<file path="src/rtl/regfile_pkg.sv">
// Shared constants and helpers for the register file / scoreboard slice.
package regfile_pkg;

  localparam int unsigned DEF_DATA_W = 32;
  localparam int unsigned DEF_ADDR_W = 5;
  localparam int unsigned ZERO_ADDR  = 0;

  // Bit offset of port 'port' inside a packed multi-port bus of 'width'-bit lanes.
  function automatic int unsigned slice_lsb(input int unsigned port, input int unsigned width);
    return port * width;
  endfunction

endpackage

</file>
<file path="src/rtl/regfile_rd_port.sv">
// One combinational read port: array lookup with zero-register and write-bypass overrides.
module regfile_rd_port
  import regfile_pkg::*;
#(
  parameter int unsigned DATA_W   = DEF_DATA_W,
  parameter int unsigned ADDR_W   = DEF_ADDR_W,
  parameter int unsigned ZERO_REG = 1,
  parameter int unsigned BYPASS   = 1
) (
  input  logic [ADDR_W-1:0]      rd_addr,
  input  logic [DATA_W-1:0]      entries [1 << ADDR_W],
  input  logic [(1<<ADDR_W)-1:0] pending,
  input  logic                   wr_valid,
  input  logic [ADDR_W-1:0]      wr_addr,
  input  logic [DATA_W-1:0]      wr_data,
  output logic [DATA_W-1:0]      rd_data,
  output logic                   rd_busy
);

  logic is_zero;
  logic hit;

  assign is_zero = (ZERO_REG != 0) && (rd_addr == ADDR_W'(ZERO_ADDR));
  assign hit     = (BYPASS != 0) && wr_valid && (wr_addr == rd_addr);

  // Zero register overrides bypass, which overrides stored state.
  always_comb begin
    rd_data = entries[rd_addr];
    rd_busy = pending[rd_addr];
    if (hit) begin
      rd_data = wr_data;
      rd_busy = 1'b0;
    end
    if (is_zero) begin
      rd_data = '0;
      rd_busy = 1'b0;
    end
  end

endmodule

</file>
<file path="src/rtl/regfile_scoreboard.sv">
// Parametrised register file with optional zero register, write bypass and per-entry pending bits.
module regfile_scoreboard
  import regfile_pkg::*;
#(
  parameter int unsigned DATA_W   = DEF_DATA_W,
  parameter int unsigned ADDR_W   = DEF_ADDR_W,
  parameter int unsigned NUM_RD   = 2,
  parameter int unsigned ZERO_REG = 1,
  parameter int unsigned BYPASS   = 1
) (
  input  logic                     clk,
  input  logic                     rst,
  input  logic [NUM_RD*ADDR_W-1:0] rd_addr,
  output logic [NUM_RD*DATA_W-1:0] rd_data,
  output logic [NUM_RD-1:0]        rd_busy,
  input  logic                     wr_en,
  input  logic [ADDR_W-1:0]        wr_addr,
  input  logic [DATA_W-1:0]        wr_data,
  input  logic                     rsv_en,
  input  logic [ADDR_W-1:0]        rsv_addr,
  input  logic                     flush,
  output logic                     any_busy
);

  localparam int unsigned DEPTH = 1 << ADDR_W;

  logic [DATA_W-1:0] entries [DEPTH];
  logic [DEPTH-1:0]  pending;
  logic [DEPTH-1:0]  pending_next;
  logic              wr_ok;
  logic              rsv_ok;
  logic              wr_valid;

  assign wr_ok  = wr_en  && !((ZERO_REG != 0) && (wr_addr  == ADDR_W'(ZERO_ADDR)));
  assign rsv_ok = rsv_en && !((ZERO_REG != 0) && (rsv_addr == ADDR_W'(ZERO_ADDR)));

  // Bypass is suppressed while reset is held so every read port returns zero.
  assign wr_valid = wr_en & rst;

  // Next pending state: write clears, a same-edge reservation re-sets, flush clears everything.
  always_comb begin
    pending_next = pending;
    if (wr_ok)  pending_next[wr_addr]  = 1'b0;
    if (rsv_ok) pending_next[rsv_addr] = 1'b1;
    if (flush)  pending_next = '0;
  end

  // Storage array update from writeback.
  always_ff @(posedge clk or negedge rst) begin
    if (!rst) begin
      for (int unsigned i = 0; i < DEPTH; i++) entries[i] <= '0;
    end else if (wr_ok) begin
      entries[wr_addr] <= wr_data;
    end
  end

  // Pending bits and their registered summary; any_busy tracks the freshly updated vector.
  always_ff @(posedge clk or negedge rst) begin
    if (!rst) begin
      pending  <= '0;
      any_busy <= 1'b0;
    end else begin
      pending  <= pending_next;
      any_busy <= |pending_next;
    end
  end

  for (genvar i = 0; i < NUM_RD; i++) begin : g_rd
    regfile_rd_port #(
      .DATA_W  (DATA_W),
      .ADDR_W  (ADDR_W),
      .ZERO_REG(ZERO_REG),
      .BYPASS  (BYPASS)
    ) u_rd (
      .rd_addr (rd_addr[slice_lsb(i, ADDR_W) +: ADDR_W]),
      .entries (entries),
      .pending (pending),
      .wr_valid(wr_valid),
      .wr_addr (wr_addr),
      .wr_data (wr_data),
      .rd_data (rd_data[slice_lsb(i, DATA_W) +: DATA_W]),
      .rd_busy (rd_busy[i])
    );
  end

endmodule

</file>
<file path="config.mk">
export PLATFORM = sky130hd
export DESIGN_NAME = regfile_scoreboard
export DESIGN_NICKNAME = d
export VERILOG_FILES = /design/src/rtl/regfile_pkg.sv /design/src/rtl/regfile_rd_port.sv /design/src/rtl/regfile_scoreboard.sv
export SDC_FILE = /design/constraint.sdc
export NUM_CORES = 2
export LEC_CHECK = 0
export CAP_MARGIN = 20
export CORE_MARGIN = 4
export CORE_UTILIZATION = 34
export CTS_CLUSTER_DIAMETER = 120
export CTS_CLUSTER_SIZE = 28
export DETAILED_ROUTE_END_ITERATION = 7
export PLACE_DENSITY_LB_ADDON = 0.1
export SYNTH_ARGS = -nofsm -noshare
export SYNTH_HDL_FRONTEND = slang
export SYNTH_SLANG_ARGS = --single-unit
</file>
<file path="constraint.sdc">
create_clock -name clk -period 8.6 [get_ports clk]
set_clock_uncertainty 0.2 [all_clocks]
set_input_delay 2.58 -clock clk [delete_from_list [all_inputs] [get_ports clk]]
set_output_delay 2.58 -clock clk [all_outputs]
set_load 0.05 [all_outputs]
</file>
==> out/results.tsv <==
metric	value	unit
p_per_area	201	nW/um^2
drt-initial-drc-count	2940	
cts_setup_buffers	0	
ys_seq_elements	1057	
die_h	417	um
clock_latency	680	ps
synth_compound_area_frac	0.0606	
ant_nets	0	
port_buffers	123	
ys_types	58	
syn_inst	4017	
crit_path_cell_trace	clkdlybuf4s50_1, xnor2_1, and3b_2, nor2_1, a22oi_1, o22ai_1, buf_4	
slew_headroom	0.217	
hold_viol_final	0	
synth-edff-count	0	
status	completed	
cp-end-kind	output port	
die_x	417	um
hp-class	flip-flop to flip-flop	
wire_per_inst	34.2	um
critical_path.max_stage_delay	920	ps
wirelength	212000	um
setup_viol	0	
gp_congestion	0.766	
synthToLayoutAreaGrowth	11.4	%
numClockSinks	1057	
timing.hold.ws	205	ps
critPathLaunchType	input pin	
netlist.area_leader.share	0.466	
synth_xor_area_frac	0.00154	
crit_fanout	10	
grt_pass1_wl	303000	um
tns	0	ps
grt_max_degree	161	
core.rowCount	149	
fmax	120	MHz
tightest_slew	1180	ps
max_cap_viol_count	0	
num_vias	36800	
clk_path_buf_depth	3	
yosysWarningCount	0	
synth.area.top_cells	dfrtp_1 47%, mux2_2 20%, mux4_2 16%	
h-tree-depth	2	
holdBufCountCts	0	
finalCritPeriodShare	0.971	
pin_count	124	
die_area	174000	um^2
grt_pass1_vias	38400	
grt_usage	0.241	
grt-ovfl-total	0	
start_util	0.343	
rsz0062_at_grt	false	
drc	0	
cts.root.buffer_cell	clkbuf_16	
post_drt_via_cell_ratio	5.96	
path_buf_inv	2	
synth_fa_ha_area_frac	0	
utilization	0.382	
ys_seq_area_frac	0.466	
p_total	12.7	mW
leakagePower	27.0	nW
synthesis.area	56700	um^2
fillerInstances	15700	
antenna_found_initial	3	
slowest_stage	nor2_1	
arrival	5570	ps
rrSetupSlack	6340	ps
min_period	8350	ps
ys.flop_type	dfrtp_1	
synthesis.nets	4074	
cts_resized	0	
numCtsBuffers	46	
synth_top_family_by_area	multiplexers	
synth-simple-area-share	0.0286	
avgSynthCellArea	14.1	um^2
maxSlewViolCount	0	
synthArstFlopShare	1.00	
crit_type	input pin to output port	
layout_commonest_cell	dfrtp_1	
synth.largest_area_cell	dfrtp_1	
final_cell_mix	1,057 x dfrtp_1, 1,027 x mux2_2, 415 x mux4_2	
cts.clk_slew.worst_paths	100	ps
post_route_cells_drive_above_1_share	0.468	
path_delay_family	simple AND/OR/NAND/NOR gates	
cts_tree	done	
drt_first_pass_iters	6	
dp_hpwl	127000	um
final_nets	4028	
ir_drop	141	uV
worstPathRequired	5820	ps
synth.mux.area_fraction	0.407	
coreArea	165000	um^2
[synthesized netlist by cell type, types with 51 or more instances]
master / instances
a21oi_1: 68
a221oi_1: 91
a22oi_1: 51
buf_1: 58
buf_2: 80
clkbuf_1: 272
dfrtp_1: 1057
mux2_2: 1027
mux2i_1: 221
mux4_2: 415
nand2_1: 81
nor2_1: 83
o21ai_0: 74
o22ai_1: 101
[area by class of cell]
cell class	instances	area (um^2)	share of cell area
multi-input combinational	2487	28600	0.452
sequential	1057	26500	0.418
timing repair buffer	354	3930	0.0621
tap	2189	2740	0.0433
clock buffer	56	1290	0.0204
clock inverter	9	154	0.00243
inverter	25	95.1	0.00150
antenna	1	2.50	0.0000396
[worst paths after layout]
| path | from | end | cells after the start |
|---|---|---|---|
| max | wr_addr[1] | rd_data[2] | 7 |
| min | entries[997]$_DFFE_PN0P_ | entries[997]$_DFFE_PN0P_ | 0 |
| max reg2reg | pending[6]$_DFF_PN0_ | any_busy$_DFF_PN0_ | 4 |
| min reg2reg | entries[997]$_DFFE_PN0P_ | entries[997]$_DFFE_PN0P_ | 0 |
| max in group asynchronous | rst | entries[618]$_DFFE_PN0P_ | 5 |
| min in group asynchronous | rst | pending[29]$_DFF_PN0_ | 1 |
[state kept, by name, summed over array words and instances, names as in the netlist]
register  flops
entries    1024
pending      32
any_busy      1
[through the flow]
step                cell area (um^2)  setup slack (ps)  cells
floorplan                      56700               621   4017
global placement               61700               303   6107
detailed placement             61700               293   6111
CTS                            63200               291   6176
global route                   63200               176   6177
finish                         63200               252   6178
[logic make-up (layout without fill, tap and decap cells)]
| family | count (synthesis) | after routing |
|---|---|---|
| AOI/OAI and AO/OA | 496 | 496 |
| and+or+nand+nor | 318 | 318 |
| muxes | 1663 | 1663 |
| xor gates and xnor gates | 10 | 10 |
| DFF | 1057 | 1057 |
| other | 0 | 1 |
| buffers and inverters | 473 | 444 |
[metal layers]
layer,global-route usage,routed length (um),up-vias
met1,0.325,91700,20400
met2,0.419,106000,848
met3,0.0211,7540,254
met4,0.0660,6380,0
li1,-,-,15400
met5,0,0,-
[report_power, final]
part,internal [mW],total [mW],leakage (nW),switching (mW)
Combinational,1.84,3.28,12.7,1.45
Clock,1.16,2.93,0.706,1.77
Sequential,5.88,6.52,13.6,0.644
Power figures use the tool's default switching activity.
